<file path="src/rtl/load_store_unit.sv">
// load_store_unit: multi-cycle load/store stage downstream of the ALU.
//
// Accepts one load or store per start strobe and runs a single handshaked
// data-memory transaction. Stores get lane-replicated data and byte strobes;
// loads get lane selection plus sign/zero extension. Completion is a one-cycle
// done pulse carrying either the writeback value or an error cause.
//
// Optional feature macro: LSU_TIMEOUT_EN. When defined, a transaction that
// waits TIMEOUT_CYCLES cycles in REQ without mem_ready_i is abandoned and
// completes with cause 3. When undefined, REQ waits indefinitely.
//
// Ports:
//   clk_i, rst_ni          clock, asynchronous active-low reset
//   start_i                request strobe (sampled in IDLE only)
//   is_load_i, is_store_i  operation type (exactly one must be set)
//   funct3_i               width/sign: 0=B 1=H 2=W 4=BU 5=HU
//   address_i              effective address
//   store_data_i           rs2 value
//   busy_o                 transaction in flight (through the done cycle)
//   done_o                 one-cycle completion pulse
//   load_result_o          extended load data, held until the next good load
//   err_cause_o            0=none 1=misaligned 2=illegal width 3=bus timeout
//   mem_req_o .. mem_wstrb_o  memory request side
//   mem_ready_i, mem_rdata_i  memory response side

module load_store_unit #(
  parameter int unsigned TIMEOUT_CYCLES = 255
) (
  input  logic        clk_i,
  input  logic        rst_ni,
  input  logic        start_i,
  input  logic        is_load_i,
  input  logic        is_store_i,
  input  logic [2:0]  funct3_i,
  input  logic [31:0] address_i,
  input  logic [31:0] store_data_i,
  output logic        busy_o,
  output logic        done_o,
  output logic [31:0] load_result_o,
  output logic [1:0]  err_cause_o,
  output logic        mem_req_o,
  output logic        mem_we_o,
  output logic [31:0] mem_addr_o,
  output logic [31:0] mem_wdata_o,
  output logic [3:0]  mem_wstrb_o,
  input  logic        mem_ready_i,
  input  logic [31:0] mem_rdata_i
);

  localparam logic [1:0] StIdle = 2'd0;
  localparam logic [1:0] StReq  = 2'd1;
  localparam logic [1:0] StResp = 2'd2;

  localparam logic [1:0] ErrNone     = 2'd0;
  localparam logic [1:0] ErrMisalign = 2'd1;
  localparam logic [1:0] ErrWidth    = 2'd2;
  localparam logic [1:0] ErrTimeout  = 2'd3;

  logic [1:0]  state_q, state_d;
  logic [1:0]  err_q, err_d;
  logic [31:0] load_result_q, load_result_d;
  logic        we_q, we_d;
  logic [31:0] addr_q, addr_d;
  logic [31:0] wdata_q, wdata_d;
  logic [3:0]  wstrb_q, wstrb_d;
  logic [2:0]  funct3_q, funct3_d;
  logic [1:0]  off_q, off_d;

  logic        accept;
  logic        illegal;
  logic        misaligned;
  logic        tmo_expire;
  logic [7:0]  lane_byte;
  logic [15:0] lane_half;
  logic [31:0] load_ext;

  // Exactly one of load/store must be requested; anything else is dropped.
  assign accept = (state_q == StIdle) && start_i && (is_load_i ^ is_store_i);

  always_comb begin
    illegal = 1'b0;
    if (is_load_i) begin
      illegal = (funct3_i == 3'd3) || (funct3_i == 3'd6) || (funct3_i == 3'd7);
    end else begin
      illegal = (funct3_i >= 3'd3);
    end
  end

  always_comb begin
    misaligned = 1'b0;
    unique case (funct3_i[1:0])
      2'd1:    misaligned = address_i[0];
      2'd2:    misaligned = (address_i[1:0] != 2'b00);
      default: misaligned = 1'b0;
    endcase
  end

`ifdef LSU_TIMEOUT_EN
  // Counter sits at zero outside REQ, so it is clear on every entry to REQ.
  localparam logic [15:0] TmoLast =
      (TIMEOUT_CYCLES > 1) ? 16'(TIMEOUT_CYCLES - 1) : 16'd0;

  logic [15:0] tmo_cnt_q, tmo_cnt_d;

  assign tmo_cnt_d  = (state_q == StReq) ? (tmo_cnt_q + 16'd1) : 16'd0;
  assign tmo_expire = (state_q == StReq) && (tmo_cnt_q >= TmoLast);

  always_ff @(posedge clk_i or negedge rst_ni) begin
    if (!rst_ni) begin
      tmo_cnt_q <= 16'd0;
    end else begin
      tmo_cnt_q <= tmo_cnt_d;
    end
  end
`else
  logic unused_timeout_cfg;
  assign unused_timeout_cfg = ^TIMEOUT_CYCLES;
  assign tmo_expire         = 1'b0;
`endif

  // Load lane select and extension, using the latched offset and width.
  always_comb begin
    lane_byte = 8'h00;
    unique case (off_q)
      2'd0: lane_byte = mem_rdata_i[7:0];
      2'd1: lane_byte = mem_rdata_i[15:8];
      2'd2: lane_byte = mem_rdata_i[23:16];
      2'd3: lane_byte = mem_rdata_i[31:24];
      default: lane_byte = 8'h00;
    endcase
    lane_half = off_q[1] ? mem_rdata_i[31:16] : mem_rdata_i[15:0];
    case (funct3_q)
      3'd0:    load_ext = {{24{lane_byte[7]}}, lane_byte};
      3'd1:    load_ext = {{16{lane_half[15]}}, lane_half};
      3'd4:    load_ext = {24'h000000, lane_byte};
      3'd5:    load_ext = {16'h0000, lane_half};
      default: load_ext = mem_rdata_i;
    endcase
  end

  always_comb begin
    state_d       = state_q;
    err_d         = err_q;
    load_result_d = load_result_q;
    we_d          = we_q;
    addr_d        = addr_q;
    wdata_d       = wdata_q;
    wstrb_d       = wstrb_q;
    funct3_d      = funct3_q;
    off_d         = off_q;

    unique case (state_q)
      StIdle: begin
        if (accept) begin
          if (illegal) begin
            err_d   = ErrWidth;
            state_d = StResp;
          end else if (misaligned) begin
            err_d   = ErrMisalign;
            state_d = StResp;
          end else begin
            err_d    = ErrNone;
            state_d  = StReq;
            we_d     = is_store_i;
            addr_d   = {address_i[31:2], 2'b00};
            funct3_d = funct3_i;
            off_d    = address_i[1:0];
            if (is_store_i) begin
              unique case (funct3_i[1:0])
                2'd0: begin
                  wdata_d = {4{store_data_i[7:0]}};
                  wstrb_d = 4'b0001 << address_i[1:0];
                end
                2'd1: begin
                  wdata_d = {2{store_data_i[15:0]}};
                  wstrb_d = 4'b0011 << address_i[1:0];
                end
                default: begin
                  wdata_d = store_data_i;
                  wstrb_d = 4'b1111;
                end
              endcase
            end else begin
              wdata_d = 32'h0;
              wstrb_d = 4'b0000;
            end
          end
        end
      end
      StReq: begin
        // A ready arriving in the expiry cycle still completes normally.
        if (mem_ready_i) begin
          state_d = StResp;
          if (!we_q) begin
            load_result_d = load_ext;
          end
        end else if (tmo_expire) begin
          state_d = StResp;
          err_d   = ErrTimeout;
        end
      end
      StResp: begin
        state_d = StIdle;
      end
      default: begin
        state_d = StIdle;
      end
    endcase
  end

  always_ff @(posedge clk_i or negedge rst_ni) begin
    if (!rst_ni) begin
      state_q       <= StIdle;
      err_q         <= ErrNone;
      load_result_q <= 32'h0;
      we_q          <= 1'b0;
      addr_q        <= 32'h0;
      wdata_q       <= 32'h0;
      wstrb_q       <= 4'b0000;
      funct3_q      <= 3'd0;
      off_q         <= 2'd0;
    end else begin
      state_q       <= state_d;
      err_q         <= err_d;
      load_result_q <= load_result_d;
      we_q          <= we_d;
      addr_q        <= addr_d;
      wdata_q       <= wdata_d;
      wstrb_q       <= wstrb_d;
      funct3_q      <= funct3_d;
      off_q         <= off_d;
    end
  end

  // mem_req_o decodes straight from state so reset drops it without a clock.
  assign busy_o        = (state_q != StIdle);
  assign done_o        = (state_q == StResp);
  assign mem_req_o     = (state_q == StReq);
  assign err_cause_o   = err_q;
  assign load_result_o = load_result_q;
  assign mem_we_o      = we_q;
  assign mem_addr_o    = addr_q;
  assign mem_wdata_o   = wdata_q;
  assign mem_wstrb_o   = wstrb_q;

endmodule

</file>
<file path="config.mk">
export PLATFORM = sky130hd
export DESIGN_NAME = load_store_unit
export DESIGN_NICKNAME = d
export VERILOG_FILES = /design/src/rtl/load_store_unit.sv
export SDC_FILE = /design/constraint.sdc
export NUM_CORES = 1
export LEC_CHECK = 0
export CORE_MARGIN = 8
export CORE_UTILIZATION = 23
export CTS_CLUSTER_DIAMETER = 40
export CTS_CLUSTER_SIZE = 30
export DETAILED_ROUTE_END_ITERATION = 7
export PLACE_DENSITY_LB_ADDON = 0.3
export SYNTH_ARGS = -nofsm -noshare
export SYNTH_HDL_FRONTEND = slang
export SYNTH_SLANG_ARGS = --single-unit
export TNS_END_PERCENT = 30
</file>
<file path="constraint.sdc">
create_clock -name clk_i -period 1.6 [get_ports clk_i]
set_input_delay 0.32 -clock clk_i [delete_from_list [all_inputs] [get_ports clk_i]]
set_output_delay 0.32 -clock clk_i [all_outputs]
set_load 0.05 [all_outputs]
</file>
==> impl_metrics.tcl <==
set metrics [dict create \
    port_buffers 208 \
    dp_hpwl_mm 14.3 \
    wl_mm 19.1 \
    postLayoutCoreUtil_pct 38.4 \
    synth-seq-area-share_pct 48.4 \
    worst_clock_skew_ns 0.0105 \
    grt_first_pass_wirelength_mm 29.1 \
    synth.most_common_cell "dfrtp_1" \
    gp_congestion 0.796 \
    wl_per_cell_um 17.3 \
    vias_per_cell 4.20 \
    die_w_um 172 \
    global_route.usage.total_pct 12.8 \
    dieArea_mm2 0.0295 \
    fin_ws_ns -0.257 \
    synth.avg_cell_area_um2 11.2 \
    yosys_warnings 0 \
    fp.dieH_um 172 \
    fin_crit_sh_pct 116 \
    row_count 57 \
    layout_min_cycle_time_ns 1.86 \
    postRouteAntennaNets 0 \
    clkTransAtPathRegs_ns 0.08 \
    async_flop_share_pct 100 \
    cts_sinks 108 \
    violations "setup timing" \
    synth-seq-cells 108 \
    synth_area_leaders "dfrtp_1 48%, mux2_4 16%, nand2_1 4.0%" \
    synth_area_mm2 0.00559 \
    first_pass_iters 4 \
    hold_viol_final 0 \
    p_total_w 0.0171 \
    via_count 4646 \
    io_pins 211 \
    drc_errors 0 \
    drive_gt1_share_pct 39.5 \
    synth_area_leader_cell "dfrtp_1" \
    slew_viol_final 0 \
    tritoncts "yes" \
    insertion_delay_ns 0.35 \
    drv_cap 0 \
    postSynthCellCount 499 \
    cts_root_buf "clkbuf_16" \
    grt_max_degree 66 \
    p_leak_nw 4.25 \
    fin_nets 886 \
    synth_enable_flop_cells 0 \
    area_growth_syn_to_layout_pct 65.6 \
    synth_top_area_share_pct 48.4 \
    grt_antenna_before_repair 1 \
    h-tree-depth 3 \
    drt_iter0_markers 287 \
    worstSetupPathType "flip-flop to flip-flop" \
    crit_path_max_fanout 7 \
    rsz0062_at_grt "true" \
    core_mm2 0.0241 \
    synth_ff_type "dfrtp_1" \
    max_freq_ghz 0.539 \
    worstSetupStartpointType "flip-flop" \
    initial_core_util_pct 23.2 \
    grt_pass1_vias 5097 \
    setup_viol_count_final 73 \
    grt_remaining_overflow 0 \
    worstPathArrival_ns 2.10 \
    endpoint_kind "flip-flop" \
    status "finished with violations" \
    power_density_mw_per_mm2 1850 \
    min_path_type "input port to async pin" \
    numCtsBuffers 9 \
    clockBufferDepth 2 \
    synthDistinctLibCells 42 \
    ir_drop_mv 0.918 \
    required_ns 1.84 \
    synth_commonest_cells "108 x dfrtp_1, 60 x nand2_1, 59 x mux2_4" \
]
==> path summary, 6_finish.rpt <==
check                                         to  slack [ns]  cells after the start              from
worst min-delay path              mem_addr_o[22]        0.33                      2            rst_ni
max in group asynchronous        mem_wdata_o[13]        0.58                      3            rst_ni
worst min register to register  load_result_o[3]        0.49                      2  load_result_o[3]
worst max register to register   mem_wdata_o[11]       -0.26                      8        state_q[0]
min in group clk_i              load_result_o[3]        0.49                      2  load_result_o[3]
worst max-delay path             mem_wdata_o[11]       -0.26                      8        state_q[0]
==> timing repair <==
action | CTS | global route
gates resized for setup | 35 | 7
cloned | 2 | 0
endpoints found under the hold margin | 6 | 0
pin swaps | 4 | 0
setup buffers | 12 | 1
hold buffers | 1 | 0
setup endpoints to repair | 87 | 106
==> registers in the layout, summed over array words and instances (netlist names) <==
| signal | flops |
|---|---|
| load_result_o | 32 |
| off_q | 2 |
| state_q | 2 |
| mem_we_o | 1 |
| mem_addr_o | 30 |
| err_cause_o | 2 |
| funct3_q | 3 |
| mem_wstrb_o | 4 |
| mem_wdata_o | 32 |
==> cells by family (layout without fill, tap and decap cells) <==
| kind of cell | Yosys count | in the layout | share of synthesized area, % |
|---|---|---|---|
| DFF | 108 | 108 | 48.4 |
| AOI/OAI and AO/OA | 80 | 80 | 9.29 |
| adders and majority gates | 4 | 4 | 0.896 |
| muxes | 89 | 89 | 21.5 |
| buffers and inverters | 53 | 335 | 6.09 |
| xor gates and xnor gates | 1 | 1 | 0.157 |
| other | 1 | 3 | 0.0671 |
| and+or+nand+nor | 163 | 163 | 13.6 |
==> layout make-up <==
type | instances | area, um2
inverter | 17 | 81.3
antenna | 1 | 2.50
clock buffer | 10 | 229
fill | 2431 | 14900
tap | 324 | 405
sequential | 108 | 2710
clock inverter | 6 | 63.8
multi-input combinational | 339 | 2660
timing repair buffer | 302 | 3100
==> per-layer routing <==
| layer | share of wire [%] | wire (um) | vias up | GRT usage [%] |
|---|---|---|---|---|
| met5 | 0.068 | 13 | - | 0 |
| met4 | 0.40 | 76 | 2 | 2.89 |
| met3 | 10 | 1960 | 6 | 5.37 |
| met2 | 45 | 8560 | 174 | 20.0 |
| li1 | - | - | 2254 | - |
| met1 | 45 | 8520 | 2210 | 16.3 |
==> critical path, cell delays in order (launching register included) <==
cell and delay [ns]:
dfrtp_1 0.41, nor2_4 0.18, nand3_4 0.13, nor3_4 0.24
buf_12 0.15, buf_12 0.12, buf_12 0.10, buf_12 0.11
mux2_4 0.29
==> metrics by stage <==
step / cell area (um2) / instances / hold WS, ns / setup TNS [ns] / setup slack, ns
3_3_place_gp: 8660 / 1076 / 0.152 / -67.54 / -0.839
3_5_place_dp: 8660 / 1076 / 0.150 / -68.56 / -0.872
6_report: 9250 / 1107 / 0.328 / -12.20 / -0.257
2_1_floorplan: 5680 / 500 / 0.0244 / -1.90 / -0.0329
4_1_cts: 9260 / 1107 / 0.310 / -11.02 / -0.232
5_1_grt: 9250 / 1106 / 0.325 / -17.67 / -0.321
==> power breakdown <==
part	switching [W]	leakage, nW	internal, W	total [W]
registers	0.000880	1.34	0.00387	0.00475
clock network	0.00108	0.139	0.00122	0.00230
logic	0.00591	2.76	0.00411	0.0100
total	0.00788	4.25	0.00919	0.0171
==> placed cells by master (no fill, tap or decap), types with 8 or more instances in the layout <==
master	netlist	routed
nand2_1	60	59
nand2b_1	9	9
inv_1	17	15
o21ai_0	29	27
buf_12	6	40
dfrtp_1	108	106
a22o_1	8	8
a21boi_0	10	9
clkdlybuf4s50_1	0	99
nor2_1	38	36
buf_6	3	11
buf_4	2	145
clkbuf_16	0	9
nand3_1	33	32
mux2_4	59	61
nand3b_1	8	8
mux2_2	11	9
a21oi_1	14	13
mux2i_1	19	19
Power figures use the tool's default switching activity.
